$ cat src/rtl/prio_irq_ctrl.sv
// Eight-source priority interrupt controller: rising edges latch into pending,
// the highest unmasked pending bit is granted and held until acknowledged.
module prio_irq_ctrl (
  input  logic       clk,
  input  logic       rst,
  input  logic [7:0] irq_in,
  input  logic [7:0] mask,
  input  logic       ack,
  output logic       valid,
  output logic [2:0] irq_id,
  output logic [7:0] pending,
  output logic       dbg_state
);

  // Handshake: valid stays high with irq_id stable until ack is sampled high
  // at a rising edge; that edge clears pending[irq_id] and drops valid.
  typedef enum logic {
    ST_IDLE = 1'b0,
    ST_BUSY = 1'b1
  } state_t;

  state_t     r_state;
  state_t     w_next_state;
  logic [7:0] r_irq_prev;
  logic [7:0] r_pending;
  logic [2:0] r_irq_id;
  logic [7:0] w_eligible;
  logic [7:0] w_clr;
  logic [7:0] w_rise;
  logic [2:0] w_hi_idx;
  logic       w_grant;
  logic       w_accept;

  always_comb begin
    w_eligible = r_pending & ~mask;
    w_rise     = irq_in & ~r_irq_prev;
    w_grant    = (r_state == ST_IDLE) && (|w_eligible);
    w_accept   = (r_state == ST_BUSY) && ack;
    w_clr      = w_accept ? (8'd1 << r_irq_id) : 8'd0;
    // Ascending scan so the highest set bit is the one that sticks.
    w_hi_idx   = 3'd0;
    for (int i = 0; i < 8; i++) begin
      if (w_eligible[i]) w_hi_idx = 3'(i);
    end
  end

  always_ff @(posedge clk) begin
    if (rst) r_state <= ST_IDLE;
    else     r_state <= w_next_state;
  end

  always_comb begin
    w_next_state = r_state;
    case (r_state)
      ST_IDLE: if (w_grant)  w_next_state = ST_BUSY;
      ST_BUSY: if (w_accept) w_next_state = ST_IDLE;
      default: w_next_state = ST_IDLE;
    endcase
  end

  // Set term is OR-ed after the clear so a fresh edge wins over an ack clear.
  always_ff @(posedge clk) begin
    if (rst) begin
      r_irq_prev <= 8'd0;
      r_pending  <= 8'd0;
      r_irq_id   <= 3'd0;
    end else begin
      r_irq_prev <= irq_in;
      r_pending  <= (r_pending & ~w_clr) | w_rise;
      if (w_grant) r_irq_id <= w_hi_idx;
    end
  end

  always_comb begin
    valid     = (r_state == ST_BUSY);
    dbg_state = (r_state == ST_BUSY);
    irq_id    = r_irq_id;
    pending   = r_pending;
  end

endmodule
$ cat config.mk
export PLATFORM = sky130hd
export DESIGN_NAME = prio_irq_ctrl
export DESIGN_NICKNAME = d
export VERILOG_FILES = /design/src/rtl/prio_irq_ctrl.sv
export SDC_FILE = /design/constraint.sdc
export NUM_CORES = 1
export LEC_CHECK = 0
export ABC_AREA = 1
export ABC_CLOCK_PERIOD_IN_PS = 1200
export BUFFER_PORTS_ARGS = -buffer_cell sky130_fd_sc_hd__buf_2
export CAP_MARGIN = 20
export CELL_PAD_IN_SITES_DETAIL_PLACEMENT = 1
export CELL_PAD_IN_SITES_GLOBAL_PLACEMENT = 2
export CORE_MARGIN = 10
export CORE_UTILIZATION = 22
export CTS_CLUSTER_DIAMETER = 50
export DETAILED_ROUTE_END_ITERATION = 12
export PLACE_DENSITY = 0.81
export SLEW_MARGIN = 10
export SYNTH_ARGS = -nofsm -noshare
export SYNTH_HDL_FRONTEND = slang
export SYNTH_SLANG_ARGS = --single-unit
$ cat constraint.sdc
create_clock -name clk -period 1.2 [get_ports clk]
set_clock_uncertainty 0.2 [all_clocks]
set_input_delay 0.18 -clock clk [delete_from_list [all_inputs] [get_ports clk]]
set_output_delay 0.18 -clock clk [all_outputs]
set_load 0.02 [all_outputs]
[Word level (Yosys, flattened, before mapping)]
Index checks and enable logic that the tools add are counted.
Operators by class
  shifts and indexed selects: 1
  mux-type cells: 11
  bitwise gates (word level): 8
  reductions and logical operators: 3
Operators by type and width (number)
  $and 8x8->8: 3
  $not 8->8: 3
  $mux 3: 4
  $mux 8: 1
  $or 8x8->8: 1
  $reduce_or 8->1: 1
  $shl 1x3->8 const A: 1
  $mux 2: 2
  $mux 1: 3
  $logic_and 1x1->1: 2
  $pmux 1 s2: 1
  $not 1->1: 1
Word-level totals
  bits in registers: 20
  input port bits: 19
  logic and storage cells: 27

[Longest topological paths before layout]
  depth in word-level cells: 9
  mapped depth: 9
  mapped depth without buffers: 9

[Least setup slack after synthesis]
Ideal clock, no wire load.
  path type: register -> register
  start: register r_state (netlist: dbg_state)
  end: register r_pending[1] (netlist: pending[1])
  setup time: 117 ps
  arrival: 973 ps
  data required time: 883 ps
  path slack: -91 ps
  cell stages (with the launch flop): 6
  period minus slack after synthesis: 1291 ps
  path through: dfxtp_1 > nand2_1 > nor2_1 > nand2_1 > a21oi_1 > nor2_1
On the way
  longest elaborated chain between the ends: 5
RTL lines
  start: declaration: line 22  | state_t r_state;
  start signal: assignment: line 49  | else r_state <= w_next_state;
  $logic_and 1x1->1: line 38  | w_accept = (r_state == ST_BUSY) && ack;
  $mux 8: line 39  | w_clr = w_accept ? (8'd1 << r_irq_id) : 8'd0;
  $not 8->8: line 69  | r_pending <= (r_pending & ~w_clr) | w_rise;
  $and 8x8->8: line 69
  $or 8x8->8: line 69
  end signal: assignment: line 69
  end: declaration: line 25  | logic [7:0] r_pending;
No other way between the ends.
A chain may end at the register's enable or synchronous reset.

[Worst setup path in the final report]
  start: register r_pending[1] (netlist: pending[1])
  end: register r_irq_id[0] (netlist: irq_id[0])
On the way
  longest elaborated chain between the ends: 8
  elaborated cells between the ends (all ways): 10
RTL lines
  $and 8x8->8 (*): line 35  | w_eligible = r_pending & ~mask;
  $mux 1: line 43  | if (w_eligible[i]) w_hi_idx = 3'(i);
  $mux 2 (2 in a row): line 43
  $mux 3 (4 in a row): line 43
  end signal: assignment: line 70  | if (w_grant) r_irq_id <= w_hi_idx;
  end: declaration: line 26  | logic [2:0] r_irq_id;
Mark *: on every way between the ends. The rest lies on a longest branch, timed or not.

==> flow_summary.yaml <==
power_and_ir_drop:
  swShare_pct: 30.2
  seqPwrFrac_pct: 43.7
  total_power_mw: 1.81
  p_switching_mw: 0.547
  power.leakage_nw: 0.764
  clockPowerShare_pct: 28.1
  vdd_drop_max_v: 0.000486
  p_int_mw: 1.26
  power_density_nw_per_um2: 1240
  combPwrFrac_pct: 28.3
yosys:
  yosys.area.top_type: "dfxtp_1"
  synthCells: 126
  netlist_area_um2: 868
  yosys_warnings: 0
  ys_types: 17
  ys_seq_area_share_pct: 46.1
  synth_nets: 145
  synth_area_per_cell_um2: 6.89
  netlist.area_leader.share_pct: 46.1
  synth.area.top_cells: "dfxtp_1 46%, nor2_1 12%, inv_1 10%"
  yosys_register_bits: 20
sta:
  fin_crit_sh_pct: 103
  hold_viol: 0
  final.setup.tns_ns: -0.146
  worst_pin_slew_ns: 0.223
  setup_viol: 7
  fmax_mhz: 807
  drv_slew: 0
  fin_crit_ns: 1.24
  slew_headroom_pct: 85.0
  hold_slack_ns: 0.114
  rsz0062_at_grt: "true"
  setup_slack_ns: -0.0397
worst_setup_path:
  worstSetupStartpointType: "flip-flop"
  crit_top_cell: "nor2_1"
  critPathMaxStageDelay_ns: 0.35
  worstPathRequired_ns: 1.19
  critPathKind: "reg2reg"
  critical-path-top-delay-family: "simple AND/OR/NAND/NOR gates"
  path_max_fanout: 3
  slowest_stage: "dfxtp_2"
  crit_chain: "inv_1, nor2_1, nand2_1, nand2_2, nand2_2, a21oi_2, nor2_1, nor2_1"
  cp_num_buf_inv: 1
  arrival_ns: 1.23
  worstSetupEndpointType: "flip-flop"
die:
  die_x_um: 82.8
  io_pins: 32
  dieArea_um2: 6860
  core_area_um2: 3740
  initial_core_util_pct: 23.2
  rows: 22
  die_h_um: 82.8
clocking:
  cts_sinks: 20
  clock_path_buffers: 2
  cts.reportedPaths.clkPinSlew_ns: 0.07
  clk_latency_ns: 0.26
  cts_tree: "yes"
  root_buffer: "clkbuf_8"
  cts.htree.levels: 1
  numCtsBuffers: 3
hold_path:
  hold_class: "in2reg"
global_routing:
  busiest_layer: "met2"
  use_met1_pct: 8.42
  use_met2_pct: 14.3
  gr-total-overflow: 0
  grt_antenna_before_repair: 0
  grt_util_all_layers_pct: 7.83
  grt_pass1_wl_mm: 4.60
  grt_pass1_vias: 1049
  met3_usage_pct: 2.25
  grt_max_degree: 13
routing:
  antenna_left: 0
  drt_iter0_markers: 31
  drt_pass1_iterations: 4
  wire_per_inst_um: 12.2
  vias: 952
  drc: 0
  viasPerCell: 4.18
  drt_wl_total_mm: 2.78
final_layout:
  final_common_cell: "inv_1"
  final_core_util_pct: 39.0
  num_antenna_cells: 0
  nets: 200
  fill_cells: 485
  finalNonFillerCells: 228
  postLayoutCellArea_um2: 1460
  synthToLayoutAreaGrowth_pct: 68.0
  layout_common_cells: "24 x inv_1, 23 x nor2_1, 21 x buf_2"
  drive_gt1_share_pct: 47.2
place:
  port_buffers: 31
  postPlaceCellArea_um2: 1150
  dp_cells: 211
  dp_hpwl_mm: 2.22
  place_congestion: 0.877
  dp_slack_ns: -0.0425
run_status:
  status: "finished with violations"
  violations: "negative setup slack"
flow_run:
  cap_violations: 0
cells by family (layout without fill, tap and decap cells):
family	Yosys count	after routing	synth area share (%)
AO/OA/AOI/OAI	14	14	9.37
buffers and inverters	27	81	12.4
AND/OR/NAND/NOR	65	65	32.1
flip-flops	20	20	46.1
power groups by stage:
stage / clock, mW / sequential, mW / combinational, mW
floorplan: 0 / 0.835 / 0.188
global placement: 0 / 0.785 / 0.388
detailed placement: 0 / 0.790 / 0.397
CTS: 0.521 / 0.784 / 0.479
global route: 0.569 / 0.800 / 0.562
finish: 0.507 / 0.790 / 0.511
final timing paths:
path	start	end	slack, ns	cells after the start
max	pending[1]	irq_id[0]	-0.04	8
min	rst	pending[5]	0.11	3
max reg2reg	pending[1]	irq_id[0]	-0.04	8
min reg2reg	r_irq_prev[7]	pending[7]	0.23	1
per-layer routing:
layer  wire [µm]  vias up  share of wire, %
met2        1450       17                52
met5           0        -                 0
met1        1180      447                43
li1            -      484                 -
met3         116        4               4.2
met4          28        0               1.0
cell usage after synthesis:
master	number
inv_1	24
nor2_2	2
o211ai_1	1
o31ai_1	1
a21oi_2	1
dfxtp_1	20
nand2_1	24
a21oi_1	7
clkbuf_2	1
nand2_2	7
nand3_1	4
nand2_4	1
buf_2	1
buf_4	1
nor2_1	27
o21ai_0	2
o22ai_1	2
registers in the layout, indices dropped and copies added (netlist names):
signal and count:
irq_id 3, r_irq_prev 8, pending 8, dbg_state 1
worst register-to-register path: stages (launching register included):
cell and delay [ns]:
dfxtp_2 0.35, inv_1 0.04, nor2_1 0.08, nand2_1 0.07, nand2_2 0.07, nand2_2 0.06, a21oi_2 0.15, nor2_1 0.07
nor2_1 0.09
cell type report:
cell class	count	area, µm²	area share [%]
flip-flops and latches	20	420	28.8
repair buffers	53	404	27.7
clock buffers	4	55.1	3.77
well taps	48	60.1	4.12
multi-input cells	79	429	29.4
inverters	24	90.1	6.17
what timing repair did:
item,CTS,global route
hold buffers,10,0
resized for setup,25,19
setup endpoints to repair,18,21
setup buffers,3,0
pin swaps,10,10
endpoints found under the hold margin,9,0
Power figures use the tool's default switching activity.
